### src/rtl/lane_tx_gearbox_if.sv
// Encoder-to-gearbox bus: encoded words in, 8-bit symbols out.
// master = word source / symbol sink, slave = gearbox.
interface lane_tx_gearbox_if;
  logic         enable;
  logic [1:0]   gen_speed;
  logic         enc_valid;
  logic [131:0] lane_0_enc;
  logic [131:0] lane_1_enc;
  logic [7:0]   lane_0_sym;
  logic [7:0]   lane_1_sym;
  logic         sym_valid;
  logic         ovf;

  modport master (
    output enable, gen_speed, enc_valid,
    output lane_0_enc, lane_1_enc,
    input  lane_0_sym, lane_1_sym,
    input  sym_valid, ovf
  );

  modport slave (
    input  enable, gen_speed, enc_valid,
    input  lane_0_enc, lane_1_enc,
    output lane_0_sym, lane_1_sym,
    output sym_valid, ovf
  );
endinterface

### src/rtl/lane_tx_gearbox.sv
// Two-lane TX gearbox: repacks 66/132/8-bit encoded words into 8-bit symbols.
// Ports: enc_clk, rst (async, active-low), bus (slave modport of the gearbox bus).
module lane_tx_gearbox #(
  parameter int OUT_W = 8,
  parameter int BUF_W = 272
) (
  input  logic               enc_clk,
  input  logic               rst,
  lane_tx_gearbox_if.slave   bus
);

  logic [BUF_W-1:0] sb0_q, sb0_d;
  logic [BUF_W-1:0] sb1_q, sb1_d;
  logic [8:0]       fill_q, fill_d;
  logic [OUT_W-1:0] sym0_q, sym0_d;
  logic [OUT_W-1:0] sym1_q, sym1_d;
  logic             vld_q, vld_d;
  logic             ovf_q, ovf_d;

  logic [131:0]     r0, r1;
  logic [8:0]       len;
  logic [8:0]       fill_ap;
  logic [9:0]       sum;
  logic             pop, push, fits;
  logic [BUF_W-1:0] sh0, sh1;

  always_comb begin
    r0  = '0;
    r1  = '0;
    len = 9'd8;
    // Reorder so transmit order is LSB-first: sync field, then data.
    case (bus.gen_speed)
      2'd2: begin
        len = 9'd66;
        r0  = {66'd0, bus.lane_0_enc[63:0],
               bus.lane_0_enc[65:64]};
        r1  = {66'd0, bus.lane_1_enc[63:0],
               bus.lane_1_enc[65:64]};
      end
      2'd1: begin
        len = 9'd132;
        r0  = {bus.lane_0_enc[127:0],
               bus.lane_0_enc[131:128]};
        r1  = {bus.lane_1_enc[127:0],
               bus.lane_1_enc[131:128]};
      end
      default: begin
        len = 9'd8;
        r0  = {124'd0, bus.lane_0_enc[7:0]};
        r1  = {124'd0, bus.lane_1_enc[7:0]};
      end
    endcase

    pop     = fill_q >= 9'(OUT_W);
    fill_ap = pop ? fill_q - 9'(OUT_W) : fill_q;
    sh0     = pop ? sb0_q >> OUT_W : sb0_q;
    sh1     = pop ? sb1_q >> OUT_W : sb1_q;
    sum     = {1'b0, fill_ap} + {1'b0, len};
    fits    = sum <= 10'(BUF_W);
    push    = bus.enc_valid && fits;

    // Bits above fill are kept zero, so a plain OR appends the word.
    sb0_d  = sh0;
    sb1_d  = sh1;
    fill_d = fill_ap;
    if (push) begin
      sb0_d  = sh0 | (BUF_W'(r0) << fill_ap);
      sb1_d  = sh1 | (BUF_W'(r1) << fill_ap);
      fill_d = sum[8:0];
    end

    sym0_d = pop ? sb0_q[OUT_W-1:0] : '0;
    sym1_d = pop ? sb1_q[OUT_W-1:0] : '0;
    vld_d  = pop;
    ovf_d  = ovf_q | (bus.enc_valid && !fits);

    if (!bus.enable) begin
      sb0_d  = '0;
      sb1_d  = '0;
      fill_d = '0;
      sym0_d = '0;
      sym1_d = '0;
      vld_d  = 1'b0;
      ovf_d  = 1'b0;
    end
  end

  always_ff @(posedge enc_clk or negedge rst) begin
    if (!rst) begin
      sb0_q  <= '0;
      sb1_q  <= '0;
      fill_q <= '0;
      sym0_q <= '0;
      sym1_q <= '0;
      vld_q  <= 1'b0;
      ovf_q  <= 1'b0;
    end else begin
      sb0_q  <= sb0_d;
      sb1_q  <= sb1_d;
      fill_q <= fill_d;
      sym0_q <= sym0_d;
      sym1_q <= sym1_d;
      vld_q  <= vld_d;
      ovf_q  <= ovf_d;
    end
  end

  assign bus.lane_0_sym = sym0_q;
  assign bus.lane_1_sym = sym1_q;
  assign bus.sym_valid  = vld_q;
  assign bus.ovf        = ovf_q;

endmodule

### src/flat_wrapper.sv
// flat-port wrapper written by rule: the top's interface ports become plain ports
module lane_tx_gearbox_flat 
#(
  parameter int OUT_W = 8,
  parameter int BUF_W = 272
)
  (enc_clk, rst, bus_enable, bus_gen_speed, bus_enc_valid, bus_lane_0_enc, bus_lane_1_enc, bus_lane_0_sym, bus_lane_1_sym, bus_sym_valid, bus_ovf);
  lane_tx_gearbox_if bus_i ();
  input  logic enc_clk;
  input  logic rst;
  input wire logic [$bits(bus_i.enable)-1:0] bus_enable;
  input wire logic [$bits(bus_i.gen_speed)-1:0] bus_gen_speed;
  input wire logic [$bits(bus_i.enc_valid)-1:0] bus_enc_valid;
  input wire logic [$bits(bus_i.lane_0_enc)-1:0] bus_lane_0_enc;
  input wire logic [$bits(bus_i.lane_1_enc)-1:0] bus_lane_1_enc;
  output wire logic [$bits(bus_i.lane_0_sym)-1:0] bus_lane_0_sym;
  output wire logic [$bits(bus_i.lane_1_sym)-1:0] bus_lane_1_sym;
  output wire logic [$bits(bus_i.sym_valid)-1:0] bus_sym_valid;
  output wire logic [$bits(bus_i.ovf)-1:0] bus_ovf;
  assign bus_i.enable = bus_enable;
  assign bus_i.gen_speed = bus_gen_speed;
  assign bus_i.enc_valid = bus_enc_valid;
  assign bus_i.lane_0_enc = bus_lane_0_enc;
  assign bus_i.lane_1_enc = bus_lane_1_enc;
  assign bus_lane_0_sym = bus_i.lane_0_sym;
  assign bus_lane_1_sym = bus_i.lane_1_sym;
  assign bus_sym_valid = bus_i.sym_valid;
  assign bus_ovf = bus_i.ovf;
  lane_tx_gearbox #(.OUT_W(OUT_W), .BUF_W(BUF_W)) u_core (.enc_clk(enc_clk), .rst(rst), .bus(bus_i));
endmodule
### config.mk
export PLATFORM = sky130hd
export DESIGN_NAME = lane_tx_gearbox_flat
export DESIGN_NICKNAME = d
export VERILOG_FILES = /design/src/rtl/lane_tx_gearbox_if.sv /design/src/rtl/lane_tx_gearbox.sv /design/src/flat_wrapper.sv
export SDC_FILE = /design/constraint.sdc
export NUM_CORES = 2
export LEC_CHECK = 0
export ABC_AREA = 1
export CAP_MARGIN = 40
export CORE_ASPECT_RATIO = 0.9
export CORE_UTILIZATION = 25
export CTS_CLUSTER_SIZE = 12
export DETAILED_ROUTE_END_ITERATION = 7
export PLACE_DENSITY = 0.52
export SKIP_CTS_REPAIR_TIMING = 1
export SLEW_MARGIN = 10
export SYNTH_ARGS = -nofsm -noshare
export SYNTH_HDL_FRONTEND = slang
export SYNTH_SLANG_ARGS = --single-unit
### constraint.sdc
create_clock -name enc_clk -period 8.55 [get_ports enc_clk]
set_input_delay 1.71 -clock enc_clk [delete_from_list [all_inputs] [get_ports enc_clk]]
set_output_delay 1.71 -clock enc_clk [all_outputs]
set_load 0.1 [all_outputs]
* Word-level counts from Yosys, hierarchy flattened
Cells that the tools add are included.
** Cells by class
- Add/subtract/negate cells :: 2
- Magnitude comparators :: 2
- Eq/ne operators :: 2
- Shifts and indexed selects :: 2
- Muxes and demuxes :: 18
- Bitwise operators :: 3
- Reductions and logical operators :: 3
** Operators with widths (number)
- $mux 272 :: 6
- $or 272x272->272 :: 2
- $shl 132x9->272 :: 2
- $pmux 132 s2 :: 2
- $mux 8 :: 4
- $mux 9 :: 3
- $pmux 8 s2 :: 1
- $add 9x8->10 :: 1
- $le 10x9->1 const B :: 1
- $ge 9x4->1 const B :: 1
- $sub 9x4->9 const B :: 1
- $eq 2x1->1 const B :: 1
- $eq 2x2->1 const B :: 1
- $logic_and 1x1->1 :: 2
- $mux 1 :: 2
- $logic_not 1->1 :: 1
- $or 1x1->1 :: 1
** Storage, ports and cells
- Register bits after elaboration :: 571
- Input port bits :: 270
- Output and inout bits :: 18
- Word-level logic and storage cells :: 39

* Longest topological paths before layout
- Depth in word-level cells :: 8
- Mapped depth :: 26
- Depth with buffers taken out :: 22

* Worst setup path after synthesis
No wires, ideal clock.
- Path type :: input -> register
- Start point :: input bus_gen_speed[0]
- End point :: register u_core.sb0_q[113]
- Library setup time :: 0.063 ns
- Arrival :: 3.959 ns
- Data required time :: 8.487 ns
- Setup slack :: 4.528 ns
- Cell stages on the path :: 18
- Path buffers :: 3
- Cell sequence :: inv_1 > ha_1 > ha_1 > fa_1 > xnor2_1 > nand3_1 > nand3_1 > nand2_1 > nor2_1 > nand2_1 > nand2_2 > nand3_2 > buf_6 > buf_6 > buf_6 > o21bai_1 > nand2_1 > inv_1
** Between the ends
- Longest elaborated chain between the ends :: 7
- Elaborated cells between the ends (all ways) :: 11
- Those cells by class :: add/sub: 1; order compare: 1; eq/ne: 2; shift: 1; mux: 4; bitwise: 1; reduce/logical: 1
** Ends and longest elaborated chain
- start: declaration :: line flat_wrapper.sv:12 : input wire logic [$bits(bus_i.gen_speed)-1:0] bus_gen_speed;
- $eq 2x1->1 or $eq 2x2->1 (tied branches) :: line lane_tx_gearbox.sv:32 : case (bus.gen_speed)
- $pmux 8 s2 :: line lane_tx_gearbox.sv:32
- $add 9x8->10 :: line lane_tx_gearbox.sv:58 : sum = {1'b0, fill_ap} + {1'b0, len};
- $le 10x9->1 :: line lane_tx_gearbox.sv:59 : fits = sum <= 10'(BUF_W);
- $logic_and 1x1->1 :: line lane_tx_gearbox.sv:60 : push = bus.enc_valid && fits;
- $mux 272 * :: line lane_tx_gearbox.sv:66 : if (push) begin
- $mux 272 * :: line lane_tx_gearbox.sv:77 : if (!bus.enable) begin
- named net u_core.sb0_d[113] :: line lane_tx_gearbox.sv:12 : logic [BUF_W-1:0] sb0_q, sb0_d;
- end signal: assignment :: line lane_tx_gearbox.sv:90 : sb0_q <= '0;
- end signal: assignment :: line lane_tx_gearbox.sv:98 : sb0_q <= sb0_d;
- end: declaration :: line lane_tx_gearbox.sv:12
Mark *: on every way through the listed nets, which the timed path passes. The rest lies on a longest branch.

* Final worst setup path
- Start point :: register u_core.fill_q[2]
- End point :: register u_core.sb0_q[173]
** Between the ends
- Longest elaborated chain between the ends :: 7
- Elaborated cells between the ends (all ways) :: 11
- Those cells by class :: add/sub: 2; order compare: 2; shift: 1; mux: 4; bitwise: 1; reduce/logical: 1
** Ends and longest elaborated chain
- start: declaration :: line lane_tx_gearbox.sv:14 : logic [8:0] fill_q, fill_d;
- start signal: assignment :: line lane_tx_gearbox.sv:100 : fill_q <= fill_d;
- $sub 9x4->9 or $ge 9x4->1 (tied branches) :: line lane_tx_gearbox.sv:55, lane_tx_gearbox.sv:54
- $mux 9 :: line lane_tx_gearbox.sv:55 : fill_ap = pop ? fill_q - 9'(OUT_W) : fill_q;
- $add 9x8->10 :: line lane_tx_gearbox.sv:58
- $le 10x9->1 :: line lane_tx_gearbox.sv:59
- $logic_and 1x1->1 :: line lane_tx_gearbox.sv:60
- $mux 272 * :: line lane_tx_gearbox.sv:66
- $mux 272 * :: line lane_tx_gearbox.sv:77
- named net u_core.sb0_d[173] :: line lane_tx_gearbox.sv:12
Marked as above.

==> results.sh <==
export IMPL_cp_max_fo=133
export IMPL_cp_end_kind="flop"
export IMPL_cp_data_required_time_ns=9.21
export IMPL_worst_pin_slew_ns=1.041
export IMPL_clkLatencyLatePin_ns=0.75
export IMPL_period_share_pct=78.65
export IMPL_use_met1_pct=33.36
export IMPL_synth_commonest_cells="3605 x nand2_1, 2462 x nand3_1, 1296 x nor2_1"
export IMPL_drive_above_1_share_pct=3.372
export IMPL_violations="design-rule violations"
export IMPL_synthTopCellsByArea="dfrtp_1 25%, nand2_1 24%, nand3_1 21%"
export IMPL_tns_ns=0
export IMPL_cts_buffer_depth=3
export IMPL_ys_ff_latch=570
export IMPL_cp_data_arrival_time_ns=7.39
export IMPL_fmaxAchievable_mhz=148.7
export IMPL_min_from="u_core.sb1_q[271]$_DFF_PN0_"
export IMPL_drt_iter0_drc=9032
export IMPL_grt_pass1_wl_um=433000
export IMPL_grt_pass1_vias=63460
export IMPL_die_area_sq_mm=0.2319
export IMPL_synth_cells=10458
export IMPL_vias=69861
export IMPL_die_h_um=457.0
export IMPL_busiest_layer="met2"
export IMPL_cts_made_buffers=75
export IMPL_path_class="flop to flop"
export IMPL_yosysSeqAreaShare_pct=24.80
export IMPL_dpl_hpwl_um=215600
export IMPL_top_level_ports=288
export IMPL_clock_sinks=570
export IMPL_drc=2
export IMPL_track_usage_pct=24.69
export IMPL_cts_root_buffer="clkbuf_16"
export IMPL_max_slew_margin_rel_pct=30.61
export IMPL_clock_skew_ns=0.06646
export IMPL_area_growth_pct=13.30
export IMPL_grtUsageMet3_pct=5.716
export IMPL_gr_total_overflow=0
export IMPL_syn_nets=10741
export IMPL_initial_core_util_pct=25.22
export IMPL_worstSetupStartpointType="flop"
export IMPL_yosysWarnings=0
export IMPL_async_flop_share_pct=100.0
export IMPL_hold_path_class="flop to flop"
export IMPL_syn_cell_area_sq_mm=0.05750
export IMPL_h_tree_depth=3
export IMPL_grtUsageMet2_pct=37.15
export IMPL_nets=10396
export IMPL_yosysTopAreaCell="dfrtp_1"
export IMPL_status="finished, violations left"
export IMPL_avgSynthCellArea_sq_um=5.499
export IMPL_synth_edff_count=0
export IMPL_antenna_found_initial=13
export IMPL_clk_pin_slew_ns=0.06
export IMPL_die_w_um=507.5
export IMPL_firstDrtPassIters=8
export IMPL_maxCapViolCount=0
export IMPL_core_sq_mm=0.2281
export IMPL_via_per_inst=5.293
export IMPL_maxSlewViolCount=0
export IMPL_netlist_area_leader_share_pct=24.80
export IMPL_ys_types=40
export IMPL_hold_viol=0
export IMPL_drt_wirelength_per_cell_um=22.37
export IMPL_rsz0062_at_grt="false"
export IMPL_setup_viol=0
export IMPL_yosysMostFrequentCell="nand2_1"
export IMPL_route_antenna_remaining_nets=0
export IMPL_crit_start="u_core.fill_q[2]$_DFFE_PN0P_"
export IMPL_cts_tree="done"
export IMPL_routed_wl_um=295300
export IMPL_grt_max_degree=204
export IMPL_port_buffers=287
export IMPL_rows=166
export IMPL_gp_congestion=1.039
export IMPL_timing_rr_start="u_core.fill_q[2]$_DFFE_PN0P_"
export IMPL_period_needed_ns=6.725
export IMPL_ys_flop_type="dfrtp_1"
-- layout make-up --
class / instances / area [sq um]
Clock buffer: 107 / 2147
Fill cell: 26202 / 162900
Clock inverter: 28 / 440.4
Antenna cell: 5 / 12.51
Inverter: 475 / 1848
Tap cell: 3024 / 3784
Multi-Input combinational cell: 8538 / 37870
Timing Repair Buffer: 453 / 4780
Sequential cell: 570 / 14270
-- worst max-delay path, stage by stage, from the launching register on --
cell and delay [ns]:
dfrtp_4 0.69, inv_8 0.66, nand3_2 0.23, nand3_4 0.48, buf_4 0.63, nand2_1 0.30, nand2_8 0.48, nand4_1 0.24
nand2_1 0.12, nand2_1 0.05, nand2_1 0.09, nand2_1 0.07, nand2_2 0.61, nand4_4 0.81, buf_12 0.46, o21ai_0 0.27
nand2_1 0.07, inv_1 0.08
-- state kept, by name, summed over array words and instances, names as in the netlist --
name and count:
u_core.bus.lane_0_sym 8, u_core.bus.lane_1_sym 8, u_core.bus.ovf 1, u_core.bus.sym_valid 1, u_core.fill_q 8, u_core.sb0_q 272, u_core.sb1_q 272
-- layer usage --
layer / wire, um / part of all wire, % / vias up
li1: - / - / 33461
met2: 126100 / 43 / 3009
met4: 14550 / 4.9 / 10
met1: 127600 / 43 / 32865
met3: 26950 / 9.1 / 516
met5: 74 / 0.025 / -
-- cell usage in the layout, fill, tap and decap left out, drive strengths merged, types with 12 or more instances in the layout --
master,count
a21oi,75
and2,27
buf,169
clkbuf,107
clkdlybuf4s50,284
clkinv,15
dfrtp,570
ha,12
inv,480
mux2i,83
nand2,3612
nand3,2466
nand4,157
nor2,1300
nor3,14
nor4,17
o21a,30
o21ai,582
o22ai,129
or2,18
-- worst paths after layout --
| check | endpoint | slack (ns) | depth (start not counted) |
|---|---|---|---|
| max reg2reg | u_core.sb0_q[173]$_DFF_PN0_ | 1.83 | 17 |
| min in group asynchronous | u_core.bus.lane_1_sym[7]$_DFF_PN0_ | 0.95 | 1 |
| min | u_core.sb1_q[271]$_DFF_PN0_ | 0.54 | 2 |
| min reg2reg | u_core.sb1_q[271]$_DFF_PN0_ | 0.54 | 2 |
| max in group asynchronous | u_core.fill_q[2]$_DFFE_PN0P_ | 5.93 | 3 |
| max | u_core.sb0_q[173]$_DFF_PN0_ | 1.83 | 17 |
-- logic make-up after synthesis --
| kind of cell | share of synthesized area (%) |
|---|---|
| DFF | 24.80 |
| muxes | 1.445 |
| adders and majority gates | 0.2959 |
| buffers and inverters | 9.572 |
| AOI/OAI and AO/OA | 7.670 |
| xor gates and xnor gates | 0.03047 |
| and+or+nand+nor | 56.18 |
-- per-stage QoR --
step	hold slack, ns	area (sq um)	utilization, %	setup WS [ns]	instances
final	0.5422	65150	28.57	1.825	13200
after global routing	0.5566	65140	28.56	1.552	13195
after CTS	0.5348	65140	28.56	2.023	13195
after detailed placement	0.5254	62550	27.43	2.023	13060
after global placement	0.5217	61830	27.11	2.036	13015
after floorplan	0.4572	57500	-	4.528	10458
Power is left out: the tool's default activity adds up to more than one toggle a clock period on the data nets, which glitch-free logic cannot reach.
